<file path="config.mk">
export PLATFORM = sky130hd
export DESIGN_NAME = code_detector
export DESIGN_NICKNAME = d
export VERILOG_FILES = /design/src/rtl/code_detector_pkg.sv /design/src/rtl/code_detector_decode.sv /design/src/rtl/code_detector.sv
export SDC_FILE = /design/constraint.sdc
export NUM_CORES = 1
export LEC_CHECK = 0
export CELL_PAD_IN_SITES_DETAIL_PLACEMENT = 0
export CELL_PAD_IN_SITES_GLOBAL_PLACEMENT = 1
export CORE_AREA = 2 2 39 41
export DETAILED_ROUTE_END_ITERATION = 16
export DIE_AREA = 0 0 41 43
export GPL_TIMING_DRIVEN = 0
export MAX_ROUTING_LAYER = met4
export PLACE_DENSITY = 0.54
export SETUP_SLACK_MARGIN = 0.05
export SYNTH_ARGS = -nofsm -noshare
export SYNTH_HDL_FRONTEND = slang
export SYNTH_HIERARCHICAL = 1
export SYNTH_SLANG_ARGS = --single-unit
</file>
<file path="constraint.sdc">
create_clock -name Clk -period 2.5 [get_ports Clk]
set_input_delay 0.375 -clock Clk [delete_from_list [all_inputs] [get_ports Clk]]
set_output_delay 0.375 -clock Clk [all_outputs]
set_load 0.02 [all_outputs]
</file>
<file path="src/rtl/code_detector_pkg.sv">
// code_detector_pkg
// Shared types and constants for the door-lock code detector.
//   state_e    : FSM state encoding (3-bit)
//   FAIL_LIMIT : wrong attempts that trigger a lockout (lockout build only)
//   LOCK_LEN   : cycles during which Start is ignored after a lockout triggers
package code_detector_pkg;

  typedef enum logic [2:0] {
    ST_WAIT  = 3'd0,
    ST_START = 3'd1,
    ST_RED1  = 3'd2,
    ST_BLUE  = 3'd3,
    ST_GREEN = 3'd4,
    ST_RED2  = 3'd5
  } state_e;

  localparam logic [1:0] FAIL_LIMIT = 2'd3;
  localparam logic [4:0] LOCK_LEN   = 5'd16;

endpackage

</file>
<file path="src/rtl/code_detector_decode.sv">
// code_detector_decode
// Combinational button decoder. A color counts only when it is the sole
// color pressed; any color at all raises a_o.
//   red_i, green_i, blue_i : debounced color buttons
//   a_o : any color pressed
//   r_o : red only
//   g_o : green only
//   b_o : blue only
module code_detector_decode (
  input  logic red_i,
  input  logic green_i,
  input  logic blue_i,
  output logic a_o,
  output logic r_o,
  output logic g_o,
  output logic b_o
);

  assign a_o = red_i | green_i | blue_i;
  assign r_o = red_i & ~green_i & ~blue_i;
  assign g_o = green_i & ~red_i & ~blue_i;
  assign b_o = blue_i & ~red_i & ~green_i;

endmodule

</file>
<file path="src/rtl/code_detector.sv">
// code_detector
// Moore FSM that unlocks (U high for one cycle) after Start followed by the
// color sequence Red, Blue, Green, Red. Cycles with no color pressed hold
// the current state; a wrong or multi-color press drops back to WAIT.
// Ports:
//   Clk   : clock, rising edge
//   Rst   : asynchronous active-low reset
//   Start : start button (honoured only in WAIT)
//   Red, Green, Blue : color buttons
//   U     : unlock, registered, high only while in RED2
// Optional feature: define CODE_DETECTOR_LOCKOUT_EN to count wrong attempts
// and ignore Start for LOCK_LEN cycles after FAIL_LIMIT failures.
module code_detector
  import code_detector_pkg::*;
(
  input  logic Clk,
  input  logic Rst,
  input  logic Start,
  input  logic Red,
  input  logic Green,
  input  logic Blue,
  output logic U
);

  logic   a, r, g, b;
  state_e state_q, state_d;
  logic   u_q;
  logic   wrong_color;
  logic   lock_active;

  code_detector_decode u_decode (
    .red_i   (Red),
    .green_i (Green),
    .blue_i  (Blue),
    .a_o     (a),
    .r_o     (r),
    .g_o     (g),
    .b_o     (b)
  );

  // Next-state logic. wrong_color flags a drop to WAIT caused by a bad press.
  always_comb begin
    state_d     = state_q;
    wrong_color = 1'b0;
    case (state_q)
      ST_WAIT: begin
        if (Start && !lock_active) state_d = ST_START;
      end
      ST_START: begin
        if (r) state_d = ST_RED1;
        else if (a) begin
          state_d     = ST_WAIT;
          wrong_color = 1'b1;
        end
      end
      ST_RED1: begin
        if (b) state_d = ST_BLUE;
        else if (a) begin
          state_d     = ST_WAIT;
          wrong_color = 1'b1;
        end
      end
      ST_BLUE: begin
        if (g) state_d = ST_GREEN;
        else if (a) begin
          state_d     = ST_WAIT;
          wrong_color = 1'b1;
        end
      end
      ST_GREEN: begin
        if (r) state_d = ST_RED2;
        else if (a) begin
          state_d     = ST_WAIT;
          wrong_color = 1'b1;
        end
      end
      ST_RED2: state_d = ST_WAIT;
      default: state_d = ST_WAIT;
    endcase
  end

  // State register plus registered unlock output; u_q mirrors (state_q == RED2)
  // without any combinational path from the buttons to U.
  always_ff @(posedge Clk or negedge Rst) begin
    if (!Rst) begin
      state_q <= ST_WAIT;
      u_q     <= 1'b0;
    end else begin
      state_q <= state_d;
      u_q     <= (state_d == ST_RED2);
    end
  end

  assign U = u_q;

`ifdef CODE_DETECTOR_LOCKOUT_EN
  logic [1:0] fail_q;
  logic [4:0] lock_q;

  assign lock_active = (lock_q != 5'd0);

  // While locked the FSM sits in WAIT with Start masked, so no failure or
  // success can coincide with the countdown. The failure count is cleared on
  // the last countdown cycle so the next attempt starts fresh.
  always_ff @(posedge Clk or negedge Rst) begin
    if (!Rst) begin
      fail_q <= 2'd0;
      lock_q <= 5'd0;
    end else if (lock_active) begin
      lock_q <= lock_q - 5'd1;
      if (lock_q == 5'd1) fail_q <= 2'd0;
    end else if (state_d == ST_RED2) begin
      fail_q <= 2'd0;
    end else if (wrong_color) begin
      if (fail_q == FAIL_LIMIT - 2'd1) begin
        fail_q <= FAIL_LIMIT;
        lock_q <= LOCK_LEN;
      end else begin
        fail_q <= fail_q + 2'd1;
      end
    end
  end
`else
  logic unused_wrong_color;
  assign lock_active        = 1'b0;
  assign unused_wrong_color = wrong_color;
`endif

endmodule

</file>
==> summary.md <==
| Metric | Value |
|---|---|
| Outcome | completed |
| Die width | 41 um |
| DP Worst Slack | 0.571 ns |
| Worst-Margin Slew | 0.406 ns |
| # setup viols final | 0 |
| Total track usage | 7.81% |
| Synthesized area per cell | 8.94 sq um |
| Filler cell count | 157 |
| Met1 Usage GRT | 9.62% |
| Setup Buffers After CTS | 0 |
| Startpoint types | input pin |
| Clock Skew | 0.00703 ns |
| Row cnt | 14 |
| Full die area | 0.00176 sq mm |
| Die extent in y | 43 um |
| # H-tree levels | 1 |
| RSZ-0062 raised after global routing | false |
| Largest net degree at the start of global routing | 9 |
| Avg Vias per Cell | 4.50 |
| Switching Fraction | 28.0% |
| Share of layout cells above drive strength 1 | 8.33% |
| Area grow syn2layout | 42.5% |
| Gr ovfl total | 0 |
| Cells after synthesis | 27 |
| Max Freq | 599 MHz |
| Clk slew on worst S/H paths | 0.04 ns |
| Yosys warns | 6 |
| Drt total wl | 510 um |
| Top Ports | 7 |
| Post-Syn Nets | 33 |
| Slowest stage cell, crit path | clkdlybuf4s50_1 |
| Clock latency on the worst-skew pair | 0.23 ns |
| Most common cell after layout, fill and taps aside | clkdlybuf4s50_1 |
| IO Port Bufs | 6 |
| Slew HR | 72.9% |
| Flop2flop setup slack | 1.32 ns |
| Syn Std Cell Area | 241 sq um |
| GPL Wtd Cong | 0.639 |
| Worst path cell trace | clkdlybuf4s50_1 -> nor3b_1 -> nor2b_1 -> a2111oi_1 -> o22a_1 |
| Combinational Power Share | 19.6% |
| Leakage | 0.138 nW |
| # hold bufs at CTS | 0 |
| Core Footprint | 0.00138 sq mm |
| Met2 GRT Util | 10.6% |
| Vias in the first global route | 248 |
| Final Hold Fails | 0 |
| Synth Register Bits | 4 |
| Period utilization | 66.8% |
| FF-to-FF path depth | 3 |
| Post-route ant nets | 0 |
| P per Cell Area | 620 mW/mm^2 |
| WS Path Type | in2reg |
| First-pass GRT wire length | 931 um |
| Post_cts resized | 0 |
| TritonCTS clock tree | built |
| Count of different cell masters after synthesis | 17 |
| Cell internal pwr | 0.000154 W |
| Hpwl dp | 414 um |
| Crit path DAT | 1.79 ns |
| Hold Crit Class | in2async |
| Clock network power share | 37.1% |
| Setup tns final | 0 ns |
| DP Area | 322 sq um |
| Root buf cell | clkbuf_4 |
| DR iter-0 viols | 1 |
| Period minus WS final | 1.67 ns |
| Fraction of power consumed by sequential logic | 43.3% |
| Initial antenna violation count | 0 |
| Max stage delay on crit path | 0.51 ns |
| Met3 usage | 1.57% |
| Crit-path max FO | 4 |
| WHS | 0.343 ns |
| Fin area | 344 sq um |
| Routed length per instance | 9.81 um |
| Reg-to-Reg End | state_q[0] |
| DRC | 0 |
| DRT Pass-1 Iters | 2 |
| Vias | 234 |
| Final Max Tran Viols | 0 |
| Total CTS buffers | 3 |
| Most frequent cells in the layout | clkdlybuf4s50_1 (6), dfrtp_1 (4), clkbuf_4 (3), nor3b_1 (3) |
| Clock buffer depth | 2 |
| Max Cap Viol | 0 |
| Required @ worst endpoint | 2.62 ns |
| CTS Sinks | 4 |
| Post-synthesis sequential area ratio | 41.5% |
| Maximum vdd drop | 0.105 mV |
| Nets | 44 |
| Worst setup slack after layout | 0.830 ns |
| Busiest layer in global routing | met2 |
| Reg-to-Reg Start | state_q[1] |
| Diode count | 0 |
| CP Capture Type | register |
| Sw power | 0.0000598 W |
| Initial core utilization | 17.5% |
power by group through the flow:
stage / clock network, W / logic (W) / registers (W)
finish: 0.0000793 / 0.0000418 / 0.0000924
global route: 0.0000848 / 0.0000480 / 0.0000960
CTS: 0.0000848 / 0.0000426 / 0.0000925
detailed placement: 0 / 0.0000434 / 0.0000923
global placement: 0 / 0.0000408 / 0.0000930
floorplan: 0 / 0.0000278 / 0.0000889
routing by layer:
metal	wire [um]	vias up	share of wire [%]
li1	-	119	-
met3	19	0	3.7
met4	0	0	0
met5	0	-	0
met2	237	6	46
met1	253	109	50
cells in the mapped netlist:
cell	n	area share, %
a2111oi_1	1	4.1
a211o_1	1	3.6
a21oi_1	2	4.1
a31oi_1	1	2.6
and3_1	1	2.6
dfrtp_1	4	41
inv_1	2	3.1
nand2_1	2	3.1
nand2b_1	2	5.2
nand3_1	1	2.1
nand4b_1	1	3.6
nor2_1	1	1.6
nor2b_1	1	2.6
nor3_1	1	2.1
nor3b_1	3	9.3
o22a_1	1	3.6
or3_1	2	5.2
final cells by class:
class | instances | area [sq um] | share of cell area (%)
clock buffer | 3 | 22.5 | 6.55
inverter | 2 | 7.51 | 2.18
multi-input combinational | 21 | 134 | 38.9
sequential | 4 | 100 | 29.1
tap | 16 | 20.0 | 5.82
timing repair buffer | 6 | 60.1 | 17.5
through the flow:
step	util, %	std cells	power (W)
2_1_floorplan	-	27	0.000117
3_3_place_gp	23.2	49	0.000134
3_5_place_dp	23.2	49	0.000136
4_1_cts	24.9	52	0.000220
5_1_grt	24.9	52	0.000229
6_report	24.9	52	0.000213
critical path, delay by kind of cell:
kind	cells	cell delay [ns]
AO/OA/AOI/OAI	2	0.29
buffers and inverters	1	0.51
AND/OR/NAND/NOR	2	0.61
sequential cells by signal (all words and copies together) (netlist names):
name,cells
state_q,3
U,1
worst max path at each step:
stage,startpoint,cells past startpoint,to
after floorplan,Green,3,state_q[1]
after global placement,Red,5,state_q[0]
after detailed placement,Green,4,state_q[1]
after CTS,Red,5,state_q[0]
after global routing,Red,5,state_q[0]
final,Red,5,state_q[0]
kinds of logic after synthesis:
kind of cell	Yosys count	synth area share, %
DFF	4	41.5
and+or+nand+nor	15	37.3
AOI/OAI and AO/OA	6	18.1
buffers and inverters	2	3.11
No activity file was read; power rests on OpenSTA's default activity.
